==> config.mk <==
export PLATFORM = sky130hd
export DESIGN_NAME = seg7_scan_capture
export DESIGN_NICKNAME = d
export VERILOG_FILES = /design/src/rtl/seg7_scan_capture.sv
export SDC_FILE = /design/constraint.sdc
export NUM_CORES = 1
export LEC_CHECK = 0
export BUFFER_PORTS_ARGS = -buffer_cell sky130_fd_sc_hd__buf_2
export CORE_MARGIN = 1.5
export CORE_UTILIZATION = 40
export CTS_BUF_LIST = sky130_fd_sc_hd__clkbuf_16
export DETAILED_ROUTE_END_ITERATION = 8
export GPL_TIMING_DRIVEN = 0
export REMOVE_ABC_BUFFERS = 1
export SETUP_SLACK_MARGIN = 0.5
export SLEW_MARGIN = 20
export SYNTH_ARGS = -nofsm -noshare
export SYNTH_HDL_FRONTEND = slang
export SYNTH_SLANG_ARGS = --single-unit
==> constraint.sdc <==
create_clock -name CLK -period 2.2 [get_ports CLK]
set_input_delay 0.33 -clock CLK [delete_from_list [all_inputs] [get_ports CLK]]
set_output_delay 0.33 -clock CLK [all_outputs]
set_load 0.02 [all_outputs]
==> src/rtl/seg7_scan_capture.sv <==
// Read-back monitor for a multiplexed active-low 7-segment display: it qualifies
// stable scan samples, decodes each selected digit back to BCD and reports completed frames.
module seg7_scan_capture #(
    parameter int DIGITS        = 4,
    parameter int STABLE_CYCLES = 4
) (
    input  logic                  CLK,
    input  logic                  RST,
    input  logic [7:0]            SEG,
    input  logic [DIGITS-1:0]     AN,
    input  logic                  CLR,
    output logic [4*DIGITS-1:0]   DIGIT_VAL,
    output logic [DIGITS-1:0]     DP_VAL,
    output logic [DIGITS-1:0]     ERR_FLAGS,
    output logic                  ERR,
    output logic                  FRAME_VALID
);

    localparam int SW = DIGITS + 8;
    localparam int CW = $clog2(STABLE_CYCLES + 1);
    localparam logic [CW-1:0] CNT_MAX = CW'(STABLE_CYCLES - 1);

    logic [SW-1:0]       smp;
    logic [SW-1:0]       s_q;
    logic [CW-1:0]       cnt_q;
    logic                captured_q;
    logic [DIGITS-1:0]   mask_q;
    logic [DIGITS-1:0]   sel;
    logic [DIGITS-1:0]   mask_set;
    logic [7:0]          seg_s;
    logic                same;
    logic                one_hot;
    logic                capture;
    logic                frame_done;
    logic [4:0]          dec;

    // Returns {invalid, bcd}; segment bits are g..a, active-low.
    function automatic logic [4:0] decode(input logic [6:0] pat);
        logic [4:0] r;
        case (pat)
            7'b1000000: r = 5'h00;
            7'b1111001: r = 5'h01;
            7'b0100100: r = 5'h02;
            7'b0110000: r = 5'h03;
            7'b0011001: r = 5'h04;
            7'b0010010: r = 5'h05;
            7'b0000010: r = 5'h06;
            7'b1111000: r = 5'h07;
            7'b0000000: r = 5'h08;
            7'b0010000: r = 5'h09;
            default:    r = 5'h1F;
        endcase
        return r;
    endfunction

    assign smp     = {AN, SEG};
    assign seg_s   = s_q[7:0];
    assign sel     = ~s_q[SW-1:8];
    assign same    = (smp == s_q);
    // Blanking (no anode) and overlap (several anodes) are never captured.
    assign one_hot = (sel != '0) && ((sel & (sel - 1'b1)) == '0);
    assign capture = same && (cnt_q == CNT_MAX) && !captured_q && one_hot;
    assign dec     = decode(seg_s[6:0]);

    assign mask_set   = mask_q | (capture ? sel : '0);
    assign frame_done = capture && (&mask_set);

    always_ff @(posedge CLK) begin
        if (RST) begin
            s_q         <= '0;
            cnt_q       <= '0;
            captured_q  <= 1'b0;
            mask_q      <= '0;
            DIGIT_VAL   <= '0;
            DP_VAL      <= '1;
            ERR_FLAGS   <= '0;
            ERR         <= 1'b0;
            FRAME_VALID <= 1'b0;
        end else begin
            s_q <= smp;

            if (!same) begin
                cnt_q      <= '0;
                captured_q <= 1'b0;
            end else begin
                if (cnt_q != CNT_MAX) cnt_q <= cnt_q + 1'b1;
                if (capture) captured_q <= 1'b1;
            end

            // Data fields follow a capture even when CLR wipes the status bits.
            for (int i = 0; i < DIGITS; i++) begin
                if (capture && sel[i]) begin
                    DIGIT_VAL[4*i +: 4] <= dec[3:0];
                    DP_VAL[i]           <= seg_s[7];
                end
            end

            FRAME_VALID <= frame_done && !CLR;

            if (CLR || frame_done) mask_q <= '0;
            else                   mask_q <= mask_set;

            if (CLR) begin
                ERR_FLAGS <= '0;
                ERR       <= 1'b0;
            end else begin
                for (int i = 0; i < DIGITS; i++) begin
                    if (capture && sel[i]) ERR_FLAGS[i] <= dec[4];
                end
                if (capture && dec[4]) ERR <= 1'b1;
            end
        end
    end

endmodule

Yosys cells after proc, flatten, opt, wreduce, memory -nomap -nowiden --
Index checks and enable logic that the tools add are counted.
Word-level totals: ROM bits 0, output and inout port bits 26, RAM bits 0, bits in registers 46, memories 0, latch bits 0, logic and storage cells 59, input bits 15
Cells by class: equality and inequality tests 12, bitwise operators 4, add/sub/neg operators 2, div/mod/pow operators 0, muxes and demuxes 2, multipliers 0, $lt $le $gt $ge 0, reductions and logical operators 21, shift operators 0
Operators with widths (count):
- case mux 5 bit (10 select lines) | 1
- equality test 7 x 5 -> 1 bit (second input constant) | 3
- equality test 7 bit (second input constant) | 3
- equality test 7 x 6 -> 1 bit (second input constant) | 2
- equality test 12 bit | 1
- logical AND 1 bit | 11
- equality test 7 x 2 -> 1 bit (second input constant) | 1
- logical NOT 7 bit | 1
- OR reduction 2 bit | 3
- bitwise AND 4 bit | 1
- logical NOT 4 bit | 1
- 2-to-1 mux 4 bit | 1
- NOT 4 bit | 1
- bitwise OR 4 bit | 1
- AND reduction 4 bit | 1
- nonzero test 4 bit | 1
- subtractor 4 x 1 -> 4 bit (second input constant) | 1
- adder 3 x 1 -> 3 bit (second input constant) | 1
- equality test 3 x 2 -> 1 bit (second input constant) | 1
- != test 3 x 2 -> 1 bit (second input constant) | 1
- logical NOT 1 bit | 2
- logical OR 1 bit | 1
- NOT 1 bit | 1

Longest topological paths before layout --
word-level depth 12, mapped depth 8, depth with buffers taken out 7

Worst setup path after synthesis --
Ideal clock, no wire load.
kind register to register, start reg cnt_q[0], end reg DP_VAL[2], data required time 2.080 ns, stages on the path, launching flop included 9, setup time 0.120 ns, clock period less this slack 1.998 ns, path slack 0.202 ns, arrival 1.878 ns, path through dfxtp_1 ha_1 ha_1 clkbuf_1 nor2b_1 nand2_1 nor4_4 nor2b_1 a211o_1
On the way: cells in the longest elaborated chain, start to end 5
Ends and longest elaborated chain:
- start: declaration | line 25 | logic [CW-1:0] cnt_q;
- start signal: assignment | line 86 | if (cnt_q != CNT_MAX) cnt_q <= cnt_q + 1'b1;
- equality test 3 x 2 -> 1 bit | line 62 | assign capture = same && (cnt_q == CNT_MAX) && !captured_q && one_hot;
- logical AND 1 bit (3 in series) | line 62
- logical AND 1 bit | line 92 | if (capture && sel[i]) begin
- end signal: indexed assignment | line 94 | DP_VAL[i] <= seg_s[7];
- end: declaration | line 13 | output logic [DIGITS-1:0] DP_VAL,
Every way passes these cells. A chain may end at the register's enable or synchronous reset.

Worst setup path in the final report --
start reg s_q[3], end reg DIGIT_VAL[3]
On the way: cells in the longest elaborated chain, start to end 5
Ends and longest elaborated chain:
- start: declaration | line 24 | logic [SW-1:0] s_q;
- start signal: assignment | line 80 | s_q <= smp;
- equality test 12 bit | line 59 | assign same = (smp == s_q);
- logical AND 1 bit (3 in series) | line 62
- logical AND 1 bit | line 92
- end signal: indexed assignment | line 93 | DIGIT_VAL[4*i +: 4] <= dec[3:0];
- end: declaration | line 12 | output logic [4*DIGITS-1:0] DIGIT_VAL,
Several ways; a longest one is shown, not always the timed one.

==> results.cfg <==
[routing]
ant_nets = 0
wl_um = 5389
drc = 0
dr.pass1.iters = 4
vias_per_cell = 5.079
routedWlPerCell_um = 14.76
via_count = 1854
dr.first_iter.drc_count = 189

[sta]
slew_violations = 0
setup_viol = 0
clock_skew_ns = 0.006862
tns_ns = 0
relSlewSlack = 0.4804
fin_crit_sh = 0.8547
fmax_mhz = 531.8
rsz0062_at_grt = yes
setup_ws_ns = 0.3197
finalCriticalPeriod_ns = 1.880
tightest_slew_ns = 0.7794
hold_viol = 0

[grt]
grt_pass1_wl_um = 8652
grt_pass1_vias = 1765
grt-ovfl-total = 0
grt_antenna_before_repair = 0
grt_usage = 0.1822
grt_max_degree = 45

[placement]
port_buffers = 40
detailedPlace.worstSlack_ns = -0.1041
gp_congestion = 0.7337
dpl.hpwl_um = 3049

[power_and_ir_drop]
leakagePower_nw = 1.303
switchingPower_mw = 0.4704
sw_frac_of_total = 0.2251
clockPowerShare = 0.466
powerDensity_mw_per_mm2 = 619.4
combPwrFrac = 0.119
p_int_mw = 1.619
power_frac_seq = 0.415
peakVddDrop_v = 0.0006161
p_total_mw = 2.089

[yosys]
synth-edff-count = 0
yosysTopAreaCell = dfxtp_1
ys_seq_elements = 46
synth_cell_type_count = 41
async_flop_share = 0
yosysSeqAreaShare = 0.4035
synth_top_flop_cell = dfxtp_1
synthTopCellsByArea = dfxtp_1 40%, mux2i_1 7.0%, xnor2_2 5.7%
netlist_area_mm2 = 0.002282
postSynthCellCount = 220
synth_top_area_share = 0.4035
yosys_warnings = 0
syn_area_per_cell_um2 = 10.37

[finish]
nNetsFinal = 309
layout-drive-gt1-share = 0.4710
multi_input_area_mm2 = 0.001534
utilization = 0.6126
mostFrequentLayoutCells = 40 x buf_2, 32 x dfxtp_1, 27 x buf_4
layout_commonest_cell = buf_2
n_fill_cell = 449
antenna_cells = 0
area_growth_pct = 47.81
layout.area.seq_um2 = 968.4

[clocking]
clk_pin_slew_ns = 0.07
htree_levels = 2
hold_buffers = 0
insertion_delay_ns = 0.29
cts.sinks = 46
root_buffer = clkbuf_16
cts_tree = built
clockBufferDepth = 2
numCtsBuffers = 5

[floorplan]
die_h_um = 78.54
core_mm2 = 0.005507
io_pins = 41
dieArea_mm2 = 0.006168
die-width_um = 78.54
num_rows = 27
start_util = 0.4145

[worst_setup_path]
cp-start-kind = flip-flop
cp-end-kind = flip-flop
path_class = reg2reg
path_max_fanout = 5
critPathRequiredTime_ns = 2.34
cp.arrival_ns = 2.02

[status]
status = complete, no violations

[job]
drv_cap = 0

[worst_hold_path]
min_path_type = in2reg
through the flow:
stage               std cells  cell area (um^2)  hold WS (ns)
floorplan                 206              2205        0.3991
global placement          318              2495        0.4539
detailed placement        318              2495        0.4492
CTS                       354              3161        0.2864
global route              365              3373        0.3243
finish                    365              3373        0.3018
worst max-delay path: stages, from the launching register on:
cell       delay [ns]
dfxtp_4          0.37
or3b_4           0.41
a2111oi_4        0.34
buf_4            0.19
nor4_4           0.06
a21oi_2          0.23
a211oi_1         0.12
cell families after synthesis:
kind of cell | share of synthesized area
xor+xnor | 0.1042
simple gates | 0.2922
compound gates | 0.08334
flops | 0.4035
buf+inv | 0.03563
mux | 0.07017
fa+ha+maj | 0.01096
power by group through the flow:
stage	registers [mW]	clock network, mW	logic (mW)
after global routing	0.871	1.02	0.264
after CTS	0.868	0.991	0.226
after global placement	0.893	0	0.156
after floorplan	0.885	0	0.109
after detailed placement	0.893	0	0.157
final	0.868	0.974	0.248
state kept, by name, summed over array words and instances (netlist names):
name,count
mask_q,4
DP_VAL,4
DIGIT_VAL,16
FRAME_VALID,1
s_q,12
cnt_q,3
captured_q,1
ERR,1
ERR_FLAGS,4
final cells by class:
cell class | count | share of cell area
multi-input cells | 159 | 0.4547
flip-flops and latches | 46 | 0.2871
repair buffers | 79 | 0.1728
clock buffers | 5 | 0.03709
well taps | 72 | 0.02671
clock inverters | 3 | 0.02040
inverters | 1 | 0.001113
cells in the mapped netlist (2+ instances only):
cell type	instances
nand4_1	2
clkbuf_1	6
xnor2_1	4
and3_1	2
nor4_4	4
ha_1	2
nor2_1	19
mux2i_1	16
nor2b_1	17
and3b_1	2
nand2_1	7
a21oi_1	10
xnor2_2	8
nand2b_1	16
nor4b_1	2
nand4b_1	4
dfxtp_1	46
a211oi_1	5
nor3_1	12
buf_2	5
nand4_4	3
xnor2_4	2
xor2_1	2
o21ai_1	5
or3_1	2
buf_6	2
worst paths after layout:
| path | start | to | slack [ns] | depth (start not counted) |
|---|---|---|---|---|
| max | s_q[3]$_SDFF_PP0_ | DIGIT_VAL[3]$_SDFFE_PP0P_ | 0.32 | 6 |
| min | CLR | ERR_FLAGS[2]$_SDFFE_PP0P_ | 0.30 | 2 |
| max reg2reg | s_q[3]$_SDFF_PP0_ | DIGIT_VAL[3]$_SDFFE_PP0P_ | 0.32 | 6 |
| min reg2reg | mask_q[1]$_SDFF_PP0_ | mask_q[1]$_SDFF_PP0_ | 0.47 | 2 |
metal layers:
metal	up-vias	track usage	part of all wire
met2	47	0.2897	0.48
met3	11	0.03837	0.040
li1	920	-	-
met1	876	0.2399	0.46
met4	0	0.07321	0.021
met5	-	0	0
what timing repair did:
item | CTS | global route
buffers inserted | 28 | 9
endpoints found under the setup margin | 34 | 30
gates resized for setup | 50 | 19
hold endpoints to repair | 0 | 0
gates cloned | 0 | 2
pin swaps | 26 | 13
No activity file was read; power rests on OpenSTA's default activity.
